--- config.mk ---
export PLATFORM = sky130hd
export DESIGN_NAME = regfile_wbuf_flat
export DESIGN_NICKNAME = d
export VERILOG_FILES = /design/src/rtl/regfile_wbuf_if.sv /design/src/rtl/regfile_wbuf.sv /design/src/flat_wrapper.sv
export SDC_FILE = /design/constraint.sdc
export NUM_CORES = 2
export LEC_CHECK = 0
export ABC_CLOCK_PERIOD_IN_PS = 2300
export BUFFER_PORTS_ARGS = -buffer_cell sky130_fd_sc_hd__buf_2
export CORE_AREA = 2 2 426 322
export CTS_CLUSTER_SIZE = 20
export DETAILED_ROUTE_END_ITERATION = 7
export DIE_AREA = 0 0 428 324
export PLACE_DENSITY = 0.59
export SYNTH_ARGS = -nofsm -noshare
export SYNTH_HDL_FRONTEND = slang
export SYNTH_SLANG_ARGS = --single-unit
--- constraint.sdc ---
create_clock -name clk -period 2.3 [get_ports clk]
set_clock_uncertainty 0.1 [all_clocks]
set_input_delay 0.115 -clock clk [delete_from_list [all_inputs] [get_ports clk]]
set_output_delay 0.115 -clock clk [all_outputs]
set_load 0.005 [all_outputs]
--- src/rtl/regfile_wbuf_if.sv ---
// Write-back and decode-side bus of the buffered register file.
// master drives the write and read requests; slave is the register file.
interface regfile_wbuf_if #(
  parameter int DATA_W = 32,
  parameter int ADDR_W = 5
);
  logic                     we;
  logic [ADDR_W-1:0]        waddr;
  logic [DATA_W-1:0]        wdata;
  logic                     overflow;
  logic                     flush;
  logic [ADDR_W-1:0]        raddr1;
  logic [ADDR_W-1:0]        raddr2;
  logic [DATA_W-1:0]        rdata1;
  logic [DATA_W-1:0]        rdata2;
  logic                     pend_valid;
  logic [(1<<ADDR_W)-1:0]   wr_onehot;

  modport master (
    output we, waddr, wdata, overflow, flush, raddr1, raddr2,
    input  rdata1, rdata2, pend_valid, wr_onehot
  );

  modport slave (
    input  we, waddr, wdata, overflow, flush, raddr1, raddr2,
    output rdata1, rdata2, pend_valid, wr_onehot
  );
endinterface

--- src/rtl/regfile_wbuf.sv ---
// Register file with a one-entry registered write buffer, overflow/flush
// cancellation, optional hardwired zero register and read bypass.
module regfile_wbuf #(
  parameter int DATA_W   = 32,
  parameter int ADDR_W   = 5,
  parameter int ZERO_REG = 1,
  parameter int BYPASS   = 1
) (
  input  logic            clk,
  input  logic            rst_n,
  regfile_wbuf_if.slave   bus
);
  localparam int DEPTH = 1 << ADDR_W;
  localparam logic [DEPTH-1:0] ONE = DEPTH'(1);

  logic [DATA_W-1:0] mem_q [DEPTH];
  logic              pend_valid_q;
  logic [ADDR_W-1:0] pend_addr_q;
  logic [DATA_W-1:0] pend_data_q;
  logic [DEPTH-1:0]  onehot_q;

  logic              capture_d;
  logic [DEPTH-1:0]  onehot_d;

  always_comb begin
    capture_d = bus.we && !bus.overflow &&
                !((ZERO_REG != 0) && (bus.waddr == '0));
    onehot_d  = capture_d ? (ONE << bus.waddr) : '0;
  end

  // Commit of the held entry and capture of the new one share an edge,
  // so back-to-back writes stream without a stall.
  always_ff @(posedge clk) begin
    if (!rst_n) begin
      for (int i = 0; i < DEPTH; i++) mem_q[i] <= '0;
      pend_valid_q <= 1'b0;
      pend_addr_q  <= '0;
      pend_data_q  <= '0;
      onehot_q     <= '0;
    end else begin
      if (pend_valid_q && !bus.flush) begin
        for (int i = 0; i < DEPTH; i++)
          if (onehot_q[i]) mem_q[i] <= pend_data_q;
      end
      pend_valid_q <= capture_d;
      onehot_q     <= onehot_d;
      if (capture_d) begin
        pend_addr_q <= bus.waddr;
        pend_data_q <= bus.wdata;
      end
    end
  end

  function automatic logic [DATA_W-1:0] rd(input logic [ADDR_W-1:0] a);
    if ((ZERO_REG != 0) && (a == '0))
      return '0;
    // A flushed entry must not leak through the bypass path.
    if ((BYPASS != 0) && pend_valid_q && !bus.flush && (pend_addr_q == a))
      return pend_data_q;
    return mem_q[a];
  endfunction

  always_comb begin
    bus.rdata1     = rd(bus.raddr1);
    bus.rdata2     = rd(bus.raddr2);
    bus.pend_valid = pend_valid_q;
    bus.wr_onehot  = onehot_q;
  end
endmodule
--- src/flat_wrapper.sv ---
// flat-port wrapper written by rule: the top's interface ports become plain ports
module regfile_wbuf_flat 
#(
  parameter int DATA_W   = 32,
  parameter int ADDR_W   = 5,
  parameter int ZERO_REG = 1,
  parameter int BYPASS   = 1
)
  (clk, rst_n, bus_we, bus_waddr, bus_wdata, bus_overflow, bus_flush, bus_raddr1, bus_raddr2, bus_rdata1, bus_rdata2, bus_pend_valid, bus_wr_onehot);
  regfile_wbuf_if #(.DATA_W(DATA_W), .ADDR_W(ADDR_W)) bus_i ();
  input  logic clk;
  input  logic rst_n;
  input wire logic [$bits(bus_i.we)-1:0] bus_we;
  input wire logic [$bits(bus_i.waddr)-1:0] bus_waddr;
  input wire logic [$bits(bus_i.wdata)-1:0] bus_wdata;
  input wire logic [$bits(bus_i.overflow)-1:0] bus_overflow;
  input wire logic [$bits(bus_i.flush)-1:0] bus_flush;
  input wire logic [$bits(bus_i.raddr1)-1:0] bus_raddr1;
  input wire logic [$bits(bus_i.raddr2)-1:0] bus_raddr2;
  output wire logic [$bits(bus_i.rdata1)-1:0] bus_rdata1;
  output wire logic [$bits(bus_i.rdata2)-1:0] bus_rdata2;
  output wire logic [$bits(bus_i.pend_valid)-1:0] bus_pend_valid;
  output wire logic [$bits(bus_i.wr_onehot)-1:0] bus_wr_onehot;
  assign bus_i.we = bus_we;
  assign bus_i.waddr = bus_waddr;
  assign bus_i.wdata = bus_wdata;
  assign bus_i.overflow = bus_overflow;
  assign bus_i.flush = bus_flush;
  assign bus_i.raddr1 = bus_raddr1;
  assign bus_i.raddr2 = bus_raddr2;
  assign bus_rdata1 = bus_i.rdata1;
  assign bus_rdata2 = bus_i.rdata2;
  assign bus_pend_valid = bus_i.pend_valid;
  assign bus_wr_onehot = bus_i.wr_onehot;
  regfile_wbuf #(.DATA_W(DATA_W), .ADDR_W(ADDR_W), .ZERO_REG(ZERO_REG), .BYPASS(BYPASS)) u_core (.clk(clk), .rst_n(rst_n), .bus(bus_i));
endmodule
==> flow_summary.yaml <==
pwr:
  power_density_over_the_cells_nw_per_um2: 714.7
  clock_power_share_pct: 38.1
  ir_drop_mv: 0.6098
  comb_power_share_pct: 13.6
  sequentialPowerShare_pct: 48.4
  power_switching_share_pct: 25.28
  net_sw_power_mw: 11.99
  intPower_mw: 35.46
  leakagePower_nw: 23.95
timing:
  tightest_slew_ps: 655.3
  timing.final.ws_setup_ps: -781.5
  layout_min_cycle_time_ps: 3081
  clock.fmax_mhz: 324.5
  timing.final.crit_share_pct: 134.0
  relSlewSlack_pct: 56.31
  grt_setup_unrepaired: "true"
  hold-worst-slack_ps: 30.46
  final-setup-viol-count: 82
  final-max-slew-violation-count: 0
  totalNegativeSetupSlack_ps: -44560
  fin_hold_viols: 0
clock_network:
  cts-root-buf: "clkbuf_16"
  clk_pin_slew_worst_paths_ps: 60
  cts_tree: "built"
  clock_latency_ps: 740
  max-clock-path-buffers: 3
  cts.sinks: 1094
  htreeDepth: 3
  cts-buffers-inserted: 107
critical_path:
  timing.critical_path.from_type: "register"
  crit_chain: "buf_6 > xor2_2 > buf_4 > nor4_2 > buf_4 > buf_12 > buf_8 > a211oi_2 > a211o_1 > buf_2"
  timing.critical_path.depth: 10
  worstPathBufferInverterCount: 6
  r2r.worst_path.cells: 6
  critical_path.endpoint_type: "output port"
  crit_type: "register to output port"
  crit_fanout: 5
  timing.critical_path.required_ps: 2090
  path_delay_family: "buffers and inverters"
  crit_path_top_delay_cell: "a211o_1"
  cp_common_cell: "buf_4"
  timing.critical_path.slowest_cell_delay_ps: 370
  cp_data_arrival_time_ps: 2870
logic_synthesis:
  syn_area_sq_um: 53480
  synth_area_leaders: "edfxtp_1 57%, mux4_2 16%, nor2_1 4.6%, mux2i_1 4.5%, dfxtp_1 2.6%"
  synthesized_area_divided_by_synthesized_cell_count_sq_um: 14.55
  share_of_the_synthesized_area_in_the_top_cell_type_pct: 57.49
  syn_nets: 3727
  synth_async_reset_ratio_pct: 0
  cells_after_synthesis: 3675
  post_synth_num_cell_types: 57
  synth_top_cells_by_count: "1,024 x edfxtp_1, 649 x nor2_1, 370 x mux4_2"
  synth_top_cell_by_area: "edfxtp_1"
  ys_seq_elements: 1094
  synth.most_common_cell: "edfxtp_1"
  synth_seq_area_share_pct: 60.11
  ys.warnings.count: 0
  count_of_flip_flops_with_a_built_in_enable_after_synthesis: 1024
  ys_dominant_reg_cell: "edfxtp_1"
die:
  floorplan.rows: 117
  initial_core_utilization_pct: 39.67
  die_h_um: 324
  core_area_sq_um: 134800
  design.die.area_sq_um: 138700
  die_w_um: 428
  boundary_pin_count: 149
detailed_routing:
  wl_met2_um: 89000
  drt_iter0_markers: 6467
  drc: 0
  detail_route.wl_per_cell_um: 34.56
  drt_pre_antenna_iters: 6
  post_drt_via_cell_ratio: 6.494
  detail_route.wirelength_um: 210200
  top_routing_layer_used: "met4"
  vias: 39489
  drt-met1-wl_um: 85090
  detail-route-antenna-nets: 0
  total_length_of_routed_met3_wires_um: 29030
layout:
  drive_gt1_share_pct: 32.95
  area_growth_pct: 24.15
  fillers: 11359
  nets: 4257
  layout.cell_area.non_filler_sq_um: 66400
global_route:
  number_of_antenna_violations_at_the_first_check_in_global_routing: 2
  globalRouteTotalUtil_pct: 29.73
  largest_net_degree_at_the_start_of_global_routing: 48
  grt_pass1_wl_um: 289400
  first_global_vias: 37548
  gr-total-overflow: 0
worst_hold_path:
  hp-class: "primary input to register"
  worstHoldPathCells: 6
placed_design:
  placement.cell_area_sq_um: 60960
  post-dp-hpwl_um: 139300
  gp_congestion: 0.9159
  place.port_buffers: 148
  pre_cts_ws_ps: -726.9
outcome:
  status: "finished with violations"
  failing_checks: "setup timing"
run:
  drv.max_cap_violation_count: 0
==> per-layer routing <==
layer	track usage (%)	vias up
li1	-	15499
met1	43.99	20478
met2	42.75	3114
met3	7.482	398
met4	9.716	0
met5	0	-
==> repair_timing <==
action	in CTS	in global routing
setup buffers	15	22
pin swaps	24	41
endpoints found under the setup margin	64	92
cloned	2	3
resized for setup	94	120
endpoints found under the hold margin	83	34
hold buffers	70	5
==> logic make-up (layout without fill, tap and decap cells) <==
| group | after synthesis | after routing | share of synthesized area (%) |
|---|---|---|---|
| AND/OR/NAND/NOR | 1048 | 1048 | 8.195 |
| AO/OA/AOI/OAI | 475 | 475 | 6.677 |
| other | 1 | 3 | 0.007011 |
| buffers and inverters | 377 | 996 | 3.507 |
| flip-flops | 1094 | 1094 | 60.11 |
| multiplexers | 672 | 672 | 21.37 |
| XOR/XNOR | 8 | 8 | 0.1310 |
==> layout by cell type (no fill, tap or decap), types with 40 or more instances in the layout <==
cell,n
edfxtp_1,1024
nor2_1,639
mux4_2,370
buf_4,322
mux2i_1,243
buf_12,177
nand2_1,137
buf_2,133
clkbuf_16,113
o22ai_1,77
dlygate4sd3_1,71
a221oi_1,68
dfxtp_1,65
a22oi_1,61
nand2_2,52
a221o_1,50
inv_1,47
nor3_1,46
a21oi_1,40
==> power by group through the flow <==
stage	clock network (mW)	logic, mW	registers (mW)
finish	18.1	6.44	23.0
global route	18.9	6.62	23.0
CTS	18.1	6.20	22.9
detailed placement	0	6.02	23.3
global placement	0	6.01	23.3
floorplan	0	3.10	23.2
==> final cells by class <==
class / count / area, sq um / area share (%)
Sequential cell: 1094 / 32160 / 48.43
Multi-Input combinational cell: 2204 / 20370 / 30.68
Timing Repair Buffer: 750 / 7953 / 11.98
Clock buffer: 132 / 2885 / 4.345
Tap cell: 1785 / 2233 / 3.364
Clock inverter: 66 / 615.6 / 0.9271
Inverter: 48 / 180.2 / 0.2713
Antenna cell: 2 / 5.005 / 0.007537
==> path summary, 6_finish.rpt <==
| kind | start | endpoint | slack (ps) |
|---|---|---|---|
| setup / recovery | u_core.pend_addr_q[0] | bus_rdata2[5] | -780 |
| hold / removal | bus_waddr[3] | u_core.pend_addr_q[0] | 30 |
| setup reg to reg | u_core.bus.pend_valid | u_core.mem_q[14][22] | -30 |
| hold reg to reg | u_core.pend_data_q[28] | u_core.pend_data_q[28] | 420 |
==> flip-flops by register name (all words and copies together) (netlist names) <==
register and count:
u_core.bus.pend_valid 1, u_core.pend_addr_q 5, u_core.bus.wr_onehot 32, u_core.pend_data_q 32, u_core.mem_q 1024
==> tightest hold or removal path, delay by kind of cell <==
family / cells / cell delay, ps
AND/OR/NAND/NOR: 3 / 350
buffers and inverters: 2 / 290
AO/OA/AOI/OAI: 1 / 60
==> through the flow <==
stage | power, mW | utilization, % | cells
3_3_place_gp | 29.32 | 45.21 | 5785
3_5_place_dp | 29.37 | 45.21 | 5785
4_1_cts | 47.26 | 48.71 | 6063
5_1_grt | 48.50 | 49.25 | 6081
2_1_floorplan | 26.28 | - | 3675
6_report | 47.45 | 49.25 | 6081
(Power assumes the default switching activity.)
